===== config.mk =====
export PLATFORM = sky130hd
export DESIGN_NAME = nioshello_onchip_mem_stream_reader
export DESIGN_NICKNAME = d
export VERILOG_FILES = /design/src/rtl/nioshello_onchip_mem_stream_reader.sv
export SDC_FILE = /design/constraint.sdc
export NUM_CORES = 1
export LEC_CHECK = 0
export BUFFER_PORTS_ARGS = -buffer_cell sky130_fd_sc_hd__buf_2
export CAP_MARGIN = 5
export CORE_ASPECT_RATIO = 1.4
export CORE_MARGIN = 2
export CORE_UTILIZATION = 62
export CTS_BUF_LIST = sky130_fd_sc_hd__clkbuf_16
export CTS_CLUSTER_DIAMETER = 150
export DETAILED_ROUTE_END_ITERATION = 8
export PLACE_DENSITY = 0.85
export SYNTH_ARGS = -nofsm -noshare
export SYNTH_HDL_FRONTEND = slang
export SYNTH_SLANG_ARGS = --single-unit

===== constraint.sdc =====
create_clock -name clk -period 8.9 [get_ports clk]
set_clock_uncertainty 0.15 [all_clocks]
set_input_delay 1.78 -clock clk [delete_from_list [all_inputs] [get_ports clk]]
set_output_delay 1.78 -clock clk [all_outputs]
set_load 0.05 [all_outputs]

===== src/rtl/nioshello_onchip_mem_stream_reader.sv =====
// Avalon-MM read master for the on-chip memory s1 port. It streams word_count
// consecutive words out as a single Avalon-ST packet, with ready/valid backpressure.
module nioshello_onchip_mem_stream_reader #(
    parameter int ADDR_W     = 16,
    parameter int DATA_W     = 32,
    parameter int LEN_W      = 17,
    parameter int FIFO_DEPTH = 4
) (
    input  logic              clk,
    input  logic              reset_n,
    input  logic              start,
    input  logic [ADDR_W-1:0] base_addr,
    input  logic [LEN_W-1:0]  word_count,
    input  logic              abort,
    output logic              busy,
    output logic              done,
    output logic [ADDR_W-1:0] mem_address,
    output logic              mem_chipselect,
    output logic              mem_write,
    output logic [3:0]        mem_byteenable,
    output logic              mem_clken,
    input  logic [DATA_W-1:0] mem_readdata,
    output logic [DATA_W-1:0] st_data,
    output logic              st_valid,
    input  logic              st_ready,
    output logic              st_sop,
    output logic              st_eop
);

    localparam int PTR_W = $clog2(FIFO_DEPTH);
    localparam int CNT_W = PTR_W + 1;

    typedef enum logic [1:0] {IDLE, RUN, DRAIN} state_t;

    state_t            state;
    logic [ADDR_W-1:0] base;
    logic [LEN_W-1:0]  len;
    logic [LEN_W-1:0]  issued;
    logic [LEN_W-1:0]  sent;
    logic              inflight;
    logic [DATA_W-1:0] fifo_mem [FIFO_DEPTH];
    logic [PTR_W-1:0]  wr_ptr;
    logic [PTR_W-1:0]  rd_ptr;
    logic [CNT_W-1:0]  fifo_count;

    logic             issue;
    logic             push;
    logic             pop;
    logic             last_beat;
    logic [CNT_W-1:0] credit_used;

    // Reserving a slot for the read in flight keeps the FIFO from ever overflowing,
    // even though the memory gives no way to stall a read that has already been issued.
    assign credit_used = fifo_count + CNT_W'(inflight);
    assign issue       = (state == RUN) && !abort && (issued < len)
                         && (credit_used < CNT_W'(FIFO_DEPTH));
    assign push        = inflight;
    assign pop         = st_valid && st_ready;
    assign last_beat   = pop && (sent == len - LEN_W'(1));

    assign mem_chipselect = issue;
    assign mem_address    = issue ? base + ADDR_W'(issued) : '0;
    assign mem_write      = 1'b0;
    assign mem_byteenable = 4'hF;
    assign mem_clken      = 1'b1;

    assign st_valid = (fifo_count != '0);
    assign st_data  = fifo_mem[rd_ptr];
    assign st_sop   = st_valid && (sent == '0);
    assign st_eop   = st_valid && (sent == len - LEN_W'(1));

    always_ff @(posedge clk) begin
        if (push) begin
            fifo_mem[wr_ptr] <= mem_readdata;
        end
    end

    always_ff @(posedge clk) begin
        if (!reset_n) begin
            state      <= IDLE;
            busy       <= 1'b0;
            done       <= 1'b0;
            base       <= '0;
            len        <= '0;
            issued     <= '0;
            sent       <= '0;
            inflight   <= 1'b0;
            wr_ptr     <= '0;
            rd_ptr     <= '0;
            fifo_count <= '0;
        end else if (abort) begin
            // Dropping inflight discards the read that is still returning from memory.
            state      <= IDLE;
            busy       <= 1'b0;
            done       <= 1'b0;
            inflight   <= 1'b0;
            wr_ptr     <= '0;
            rd_ptr     <= '0;
            fifo_count <= '0;
        end else begin
            done       <= 1'b0;
            inflight   <= issue;
            fifo_count <= fifo_count + CNT_W'(push) - CNT_W'(pop);
            if (issue) begin
                issued <= issued + LEN_W'(1);
            end
            if (push) begin
                wr_ptr <= wr_ptr + PTR_W'(1);
            end
            if (pop) begin
                rd_ptr <= rd_ptr + PTR_W'(1);
                sent   <= sent + LEN_W'(1);
            end
            case (state)
                IDLE: begin
                    if (start) begin
                        if (word_count != '0) begin
                            state  <= RUN;
                            busy   <= 1'b1;
                            base   <= base_addr;
                            len    <= word_count;
                            issued <= '0;
                            sent   <= '0;
                        end else begin
                            done <= 1'b1;
                        end
                    end
                end
                RUN: begin
                    if (issued == len) begin
                        state <= DRAIN;
                    end
                end
                DRAIN: begin
                    if (last_beat) begin
                        state <= IDLE;
                        busy  <= 1'b0;
                        done  <= 1'b1;
                    end
                end
                default: state <= IDLE;
            endcase
        end
    end

endmodule

Word-level counts from Yosys, hierarchy flattened
Memory sizes are Yosys's and may differ from the RTL's. A register that Yosys moved wholly into a read port is not among the register bits.
Index checks and enable logic that the tools add are counted.
Widths: inputs -> output; s select.
{"block": "totals", "in_bits": 70, "mem_count": 1, "output_inout_bits": 60, "register_bits": 79, "elab_cells": 75, "ram_bits": 128}
{"memory": "fifo_mem", "words": 4, "word_bits": 32, "rd": 1, "rd_ports_with_merged_regs": 1, "wr": 1, "line": "41", "source": "logic [DATA_W-1:0] fifo_mem [FIFO_DEPTH];"}
{"block": "op_classes", "bitwise_logic": 2, "magnitude_cmp": 2, "add_sub_neg": 8, "reduce_logical": 17, "n_eq_ne": 8, "n_mux": 26}
{"operator": "$mux 17", "n": 8}
{"operator": "$add 17x1->17 const B", "n": 2}
{"operator": "$eq 17x17->1", "n": 2}
{"operator": "$logic_not 17->1", "n": 1}
{"operator": "$lt 17x17->1", "n": 1}
{"operator": "$reduce_bool 17->1", "n": 1}
{"operator": "$sub 17x1->17 const B", "n": 1}
{"operator": "$add 16x16->16", "n": 1}
{"operator": "$mux 16", "n": 1}
{"operator": "$mux 2", "n": 6}
{"operator": "$reduce_and 4->1", "n": 3}
{"operator": "$mux 1", "n": 8}
{"operator": "$logic_and 1x1->1", "n": 7}
{"operator": "$ne 2x2->1 const B", "n": 3}
{"operator": "$pmux 2 s3", "n": 1}
{"operator": "$add 2x1->2 const B", "n": 2}
{"operator": "$pmux 1 s2", "n": 2}
{"operator": "$add 3x1->3", "n": 1}
{"operator": "$lt 3x3->1 const B", "n": 1}
{"operator": "$reduce_bool 3->1", "n": 1}
{"operator": "$sub 3x1->3", "n": 1}
{"operator": "$eq 2x1->1 const B", "n": 1}
{"operator": "$eq 2x2->1 const B", "n": 1}
{"operator": "$logic_not 2->1", "n": 1}
{"operator": "5 further kinds", "n": 6}

Depth between registers and ports, before layout
Gate-level depths: netlist of the first run.
{"block": "logic_depth", "word_depth": 8, "mapped_depth": 12, "depth_no_buf": 10}

Least setup slack after synthesis of the first run
No wires, ideal clock.
{"block": "synth_path", "kind": "input port to output port", "from": "input abort", "to": "output mem_address[11]", "cell_stages": 7, "required_time_ns": 6.970, "slack_ns": 3.004, "n_path_buf": 2, "arrival_time_ns": 3.966, "path_cell_list": "nor2_1 nor4b_1 o211a_1 nand2b_1 clkbuf_1 buf_1 nor3b_1"}
{"block": "synth_via", "elab_chain_cells": 5}
{"element": "start: declaration", "line": "14", "source": "input logic abort,"}
{"element": "$logic_not 1->1", "line": "55", "source": "assign issue = (state == RUN) && !abort && (issued < len)"}
{"element": "$logic_and 1x1->1 (2 in a row)", "line": "55"}
{"element": "$logic_and 1x1->1", "line": "56", "source": "&& (credit_used < CNT_W'(FIFO_DEPTH));"}
{"element": "$mux 16", "line": "62", "source": "assign mem_address = issue ? base + ADDR_W'(issued) : '0;"}
{"element": "end: declaration", "line": "17", "source": "output logic [ADDR_W-1:0] mem_address,"}
No other way between the ends.

Final worst setup path of the first run
{"block": "layout_path", "from": "register len[6]", "to": "output mem_address[1]"}
{"block": "layout_via", "elab_chain_cells": 4}
{"element": "start: declaration", "line": "37", "source": "logic [LEN_W-1:0] len;"}
{"element": "start signal: assignment", "line": "121", "source": "len <= word_count;"}
{"element": "$lt 17x17->1", "line": "55"}
{"element": "$logic_and 1x1->1", "line": "55"}
{"element": "$logic_and 1x1->1", "line": "56"}
{"element": "$mux 16", "line": "62"}
No other way between the ends.

==> flow_metrics.py, run 1 <==
metrics = {
    "power": {
        "switching_share": 0.2353,
        "pwr-share-comb": 0.079,
        "power_mw": 2.010,
        "switching_power_mw": 0.4731,
        "p_leak_nw": 4.245,
        "pwr-share-seq": 0.521,
        "clkPwrFrac": 0.400,
        "ir_drop_uv": 194.7,
        "powerDensity_nw_per_um2": 177.8,
        "internal_power_mw": 1.537,
    },
    "setup_path": {
        "required_ns": 6.97,
        "worstReg2RegStart": "len[6]",
        "worstSetupEndpointType": "output port",
        "rrSetupSlack_ns": 5.32,
        "cp_max_fo": 19,
        "reg2regPathDepth": 11,
        "startpoint_type": "flip-flop",
        "r2r_end": "issued[0]",
        "cp_data_arrival_time_ns": 3.94,
        "critPathKind": "reg2out",
    },
    "synth": {
        "synth_top_cell_by_area": "edfxtp_1",
        "synthMuxAreaShare": 0.07907,
        "synthArstFlopShare": 0,
        "synth_cell_types": 64,
        "ys_ff_latch": 209,
        "synth_xor_area_frac": 0.05561,
        "synth_top_area_frac": 0.3874,
        "synthTopCellsByArea": "edfxtp_1 39%, dfxtp_1 16%, mux4_2 7.3%",
        "syn_area_um2": 9922,
        "synthSimpleGateAreaFrac": 0.1422,
        "synth-edff-count": 128,
        "synthTopCellsByCount": "128 x edfxtp_1, 98 x nand2_1, 81 x dfxtp_1, 75 x nor2_1, 54 x a21oi_1",
        "yosysMostFrequentCell": "edfxtp_1",
        "avgSynthCellArea_um2": 11.71,
        "synth_adder_area_share": 0.05750,
        "synth_top_family_by_area": "simple AND/OR/NAND/NOR gates",
        "yosysWarningCount": 0,
        "synthFlopType": "edfxtp_1",
        "syn_inst": 847,
        "synth-compound-area-share": 0.08020,
        "ys_seq_area_frac": 0.5508,
    },
    "sta": {
        "tightest_slew_ns": 1.151,
        "relSlewSlack": 0.2310,
        "min_period_ns": 5.865,
        "rsz0062_at_grt": "false",
        "setup_viol": 0,
        "final_max_slew_viol_count": 0,
        "setup_tns_ns": 0,
        "period_share": 0.6590,
        "timing.fmax_mhz": 170.5,
        "finalHoldViolCount": 0,
    },
    "clock_tree": {
        "cts_buffers": 20,
        "cts_max_path_buffers": 3,
        "cts_tree": "built",
        "ctsHoldBuffers": 0,
        "cts_setup_buffers": 0,
        "clkSlewWorstSetupHoldPaths_ns": 0.07,
        "cts-root-buf": "clkbuf_16",
        "clkSinkCount": 209,
        "cts.htree.levels": 1,
        "cts_resized": 0,
        "insertion_delay_ns": 0.50,
    },
    "finish": {
        "area_growth_pct": 13.96,
        "fin_area_um2": 11310,
        "nets": 1080,
        "multi_input_area_um2": 4139,
        "final_cells": 1176,
        "seqCellArea_um2": 5466,
        "fillers": 1079,
        "drive_gt1_frac": 0.2196,
    },
    "worst_hold_path": {
        "worstHoldStart": "base[7]",
        "holdPathEnd": "base[7]",
        "hold_depth": 2,
        "hold_path_class": "reg2reg",
    },
    "placed_design": {
        "gp_congestion": 0.9818,
        "place_inst": 1139,
        "dpl.hpwl_mm": 15.46,
        "place_area_um2": 10680,
        "numPortBuffers": 123,
    },
    "detailed_routing": {
        "drc": 0,
        "vias_per_cell": 5.971,
        "antenna_left": 0,
        "first_pass_iters": 6,
        "drt_iter0_markers": 490,
        "avgRoutedWirePerCell_um": 19.13,
        "vias": 7022,
        "wl_mm": 22.50,
    },
    "floorplanning": {
        "fp.dieW_um": 110.9,
        "coreArea_um2": 15610,
        "io_pins": 130,
        "start_util": 0.6357,
        "die-area_um2": 17050,
        "fp.dieH_um": 153.7,
        "num_rows": 54,
    },
    "global_route": {
        "gr-total-overflow": 0,
        "grt_pass1_vias": 6922,
        "antenna_found_initial": 1,
        "grtUsageTotal": 0.2669,
        "grt_max_degree": 36,
        "grt_pass1_wl_mm": 36.15,
    },
    "job": {
        "maxCapViolCount": 0,
    },
    "run_status": {
        "status": "finished clean",
    },
}
==> logic make-up (layout without fill, tap and decap cells) <==
group,count (synthesis),count (layout)
other,2,7
AO/OA/AOI/OAI,123,123
multiplexers,38,38
AND/OR/NAND/NOR,288,288
XOR/XNOR,63,63
flip-flops,209,209
adder cells (fa/ha/maj),45,45
buffers and inverters,79,207
==> worst max-delay path, stage by stage (launching register included) <==
cell and delay, ns:
dfxtp_1 0.56, inv_1 0.09, ha_1 0.31, nand3_1 0.09, or2_2 0.31, o21bai_1 0.15, a31oi_1 0.16, buf_4 0.22
nand2b_1 0.61, clkinv_1 0.44, and2_1 0.27, buf_2 0.20
==> per-stage QoR <==
stage | util | setup slack (ns) | hold WS (ns)
after global placement | 0.6845 | 3.303 | 0.2998
after detailed placement | 0.6845 | 3.177 | 0.3025
after global routing | 0.7245 | 2.747 | 0.3333
after CTS | 0.7243 | 3.042 | 0.3118
final | 0.7245 | 3.035 | 0.3133
after floorplan | - | 3.004 | 0.2906
==> cell type report <==
| cell class | instances | area share |
|---|---|---|
| antenna | 1 | 0.0002213 |
| clock buffer | 20 | 0.04426 |
| clock inverter | 16 | 0.01062 |
| inverter | 38 | 0.01261 |
| multi-input combinational | 563 | 0.3661 |
| sequential | 209 | 0.4835 |
| tap | 196 | 0.02169 |
| timing repair buffer | 133 | 0.06108 |
==> flip-flops by register name, summed over array words and instances, names as in the netlist, named ones only <==
| register | cells |
|---|---|
| base | 16 |
| busy | 1 |
| sent | 17 |
| fifo_count | 3 |
| rd_ptr | 2 |
| state | 2 |
| issued | 17 |
| fifo_mem | 128 |
| wr_ptr | 2 |
| inflight | 1 |
| len | 17 |
| done | 1 |
==> metal layers <==
metal,vias to the layer above,GRT usage,wire length (um)
met5,-,0,0
met4,0,0.1369,1093
met3,75,0.03469,1375
met2,289,0.4712,11690
met1,3330,0.3207,8344
li1,3328,-,-
==> cell usage in the layout (no fill, tap or decap), types with 4 or more instances in the layout <==
cell / count
a211o_1: 4
a211oi_1: 5
a21o_1: 6
a21oi_1: 54
a31oi_1: 8
and2_1: 7
and3_1: 8
buf_2: 123
buf_4: 10
clkbuf_16: 20
clkinv_1: 4
clkinv_2: 4
conb_1: 6
dfxtp_1: 80
edfxtp_1: 128
ha_1: 44
inv_1: 40
mux4_2: 32
nand2_1: 98
nand2b_1: 4
nand3_1: 16
nand4_1: 15
nor2_1: 74
nor2b_1: 5
nor3_1: 11
nor4_1: 16
nor4b_1: 7
o21a_1: 7
o21ai_0: 12
o41ai_1: 4
or2_2: 4
or3_1: 4
xnor2_1: 39
xor2_1: 24
==> how the worst max path moves through the flow <==
stage | from | endpoint | slack, ns | depth (start not counted)
global placement | abort | mem_address[13] | 3.30 | 8
global route | len[6] | mem_address[0] | 2.75 | 11
detailed placement | abort | mem_address[13] | 3.18 | 8
finish | len[6] | mem_address[1] | 3.03 | 11
CTS | len[6] | mem_address[1] | 3.04 | 11
floorplan | abort | mem_address[11] | 3.00 | 7
==> power groups by stage <==
stage	Clock, mW	Combinational [mW]	Sequential (mW)
after floorplan	0	0.112	1.06
after global placement	0	0.153	1.07
after detailed placement	0	0.157	1.07
after CTS	0.818	0.158	1.05
after global routing	0.856	0.175	1.05
final	0.803	0.159	1.05
Note: power is estimated with default switching activity, not from simulation.
==> inputs of run 2 (changes only) <==
--- a/config.mk
+++ b/config.mk
@@ -9,11 +9,11 @@
 export CAP_MARGIN = 5
 export CORE_ASPECT_RATIO = 1.4
 export CORE_MARGIN = 2
-export CORE_UTILIZATION = 62
+export CORE_UTILIZATION = 52
 export CTS_BUF_LIST = sky130_fd_sc_hd__clkbuf_16
 export CTS_CLUSTER_DIAMETER = 150
 export DETAILED_ROUTE_END_ITERATION = 8
-export PLACE_DENSITY = 0.85
+export PLACE_DENSITY = 0.76
 export SYNTH_ARGS = -nofsm -noshare
 export SYNTH_HDL_FRONTEND = slang
 export SYNTH_SLANG_ARGS = --single-unit
==> constraint.sdc (replaced) <==
create_clock -name clk -period 5.2 [get_ports clk]
set_clock_uncertainty 0.15 [all_clocks]
set_input_delay 1.04 -clock clk [delete_from_list [all_inputs] [get_ports clk]]
set_output_delay 1.04 -clock clk [all_outputs]
set_load 0.05 [all_outputs]
==> run 2 against run 1 <==
  * Sequential power grew 70%
  * Hold slack improved by 0.0018 ns
  * Final cell count is 4.3% higher
  * Utilization shrank 11 points
  * Clock power is 82% higher
  * Via count is 1.7% lower
==> flow_metrics.py, run 2 (synthesis results as in run 1) <==
metrics = {
    "global_route": {
        "gr-total-overflow": 0,
        "grt_pass1_wl_mm": 35.09,
        "grt_pass1_vias": 6913,
        "grt_max_degree": 36,
        "grtUsageTotal": 0.2180,
        "antenna_found_initial": 1,
    },
    "setup_path": {
        "worstSetupEndpointType": "output port",
        "cp.depth": 10,
        "max_stage_delay_ns": 0.42,
        "crit_buf_inv": 1,
        "worstPathCellList": "ha_1 -> fa_1 -> a21o_1 -> a21o_1 -> a211oi_1 -> o21bai_1 -> a311oi_1 -> a21oi_1 -> mux2i_1 -> buf_2",
        "reg2regPathDepth": 9,
        "crit_family": "compound AO/OA/AOI/OAI gates",
        "required_ns": 4.01,
        "cp_max_fo": 5,
        "startpoint_type": "flip-flop",
        "crit_top_cell": "a21o_1",
        "critPathSlowestCell": "a311oi_1",
        "cp_data_arrival_time_ns": 3.40,
        "critPathKind": "reg2out",
    },
    "job": {
        "maxCapViolCount": 0,
    },
    "finish": {
        "seqCellArea_um2": 5466,
        "nets": 1083,
        "area_growth_pct": 15.20,
        "top_register": "fifo_mem",
        "multi_input_area_um2": 4139,
        "most-common-layout-cells": "128 x edfxtp_1, 123 x buf_2, 98 x nand2_1",
        "final_common_cell": "edfxtp_1",
        "fillers": 1492,
        "largest_register_ffs": 128,
        "drive_gt1_frac": 0.2230,
        "antenna_cells": 0,
    },
    "floorplanning": {
        "io_pins": 130,
        "fp.dieW_um": 120.7,
        "coreArea_um2": 18680,
        "num_rows": 59,
        "start_util": 0.5313,
        "die-area_um2": 20220,
        "fp.dieH_um": 167.4,
    },
    "clock_tree": {
        "cts.htree.levels": 1,
        "clkSlewWorstSetupHoldPaths_ns": 0.06,
        "cts_max_path_buffers": 3,
        "cts-root-buf": "clkbuf_16",
        "cts_setup_buffers": 0,
        "ctsHoldBuffers": 0,
        "insertion_delay_ns": 0.49,
        "cts_resized": 0,
        "cts_tree": "built",
        "cts_buffers": 21,
        "clkSinkCount": 209,
    },
    "sta": {
        "rsz0062_at_grt": "false",
        "min_period_ns": 4.586,
        "final_max_slew_viol_count": 0,
        "fin_ws_ns": 0.6135,
        "timing.fmax_mhz": 218.0,
        "setup_viol": 0,
        "relSlewSlack": 0.3999,
        "setup_tns_ns": 0,
        "finalHoldViolCount": 0,
        "tightest_slew_ns": 0.8962,
        "period_share": 0.8820,
    },
    "power": {
        "p_leak_nw": 4.294,
        "switching_share": 0.2340,
        "ir_drop_uv": 218.0,
        "power_mw": 3.525,
        "pwr-share-comb": 0.077,
        "switching_power_mw": 0.8250,
        "clkPwrFrac": 0.414,
        "internal_power_mw": 2.700,
        "powerDensity_nw_per_um2": 308.4,
        "pwr-share-seq": 0.509,
    },
    "detailed_routing": {
        "vias": 6900,
        "antenna_left": 0,
        "wl_mm": 21.73,
        "vias_per_cell": 5.628,
        "first_pass_iters": 5,
        "drt_iter0_markers": 351,
        "avgRoutedWirePerCell_um": 17.72,
        "drc": 0,
    },
    "placed_design": {
        "dpl.hpwl_mm": 15.24,
        "numPortBuffers": 123,
        "gp_congestion": 0.9210,
        "post-place-ws_ns": 1.063,
    },
    "worst_hold_path": {
        "hold_path_class": "reg2reg",
        "hold_depth": 2,
    },
    "run_status": {
        "status": "finished clean",
    },
}
## run 2: cell count changes in the layout (fill, tap and decap cells not counted)
cell,before,now
diode_2,1,0
buf_4,10,12
clkbuf_16,20,22
inv_6,1,2
clkinv_1,4,2
clkinv_4,0,2
inv_1,40,41
clkinvlp_4,3,0
## run 2: area by class of cell
class,count,area share
Multi-Input combinational cell,563,0.3621
Inverter,38,0.01248
Clock buffer,22,0.04817
Timing Repair Buffer,135,0.06174
Tap cell,244,0.02671
Clock inverter,15,0.01051
Sequential cell,209,0.4783
## run 2: through the flow
stage	std cells	utilization	instance area, um^2	hold slack [ns]
after CTS	1226	0.6120	11430	0.3161
after global placement	1189	0.5761	10760	0.3039
after detailed placement	1189	0.5761	10760	0.3075
after global routing	1226	0.6120	11430	0.3390
after floorplan	851	-	9937	0.2906
final	1226	0.6120	11430	0.3151
## run 2: worst paths after layout
path                  start               to  slack [ns]
hold / removal      base[0]          base[0]        0.32
setup / recovery  issued[0]  mem_address[14]        0.61
setup reg to reg    len[10]       issued[12]        2.03
hold reg to reg     base[0]          base[0]        0.32
## run 2: tightest hold or removal path: stages (launching register included)
cell,delay (ns)
dfxtp_1,0.31
nand2_1,0.05
a21oi_1,0.05
## run 2: power by group through the flow
stage	logic, mW	registers [mW]	clock network [mW]
global placement	0.266	1.83	0
detailed placement	0.269	1.83	0
floorplan	0.192	1.82	0
global route	0.300	1.79	1.55
finish	0.271	1.79	1.46
CTS	0.271	1.79	1.49
## run 2: layer usage
metal	part of all wire	GRT usage	vias to the layer above
met5	0.00037	0	-
met4	0.041	0.09302	2
met3	0.059	0.03134	59
met2	0.50	0.3903	251
met1	0.40	0.2590	3258
li1	-	-	3330
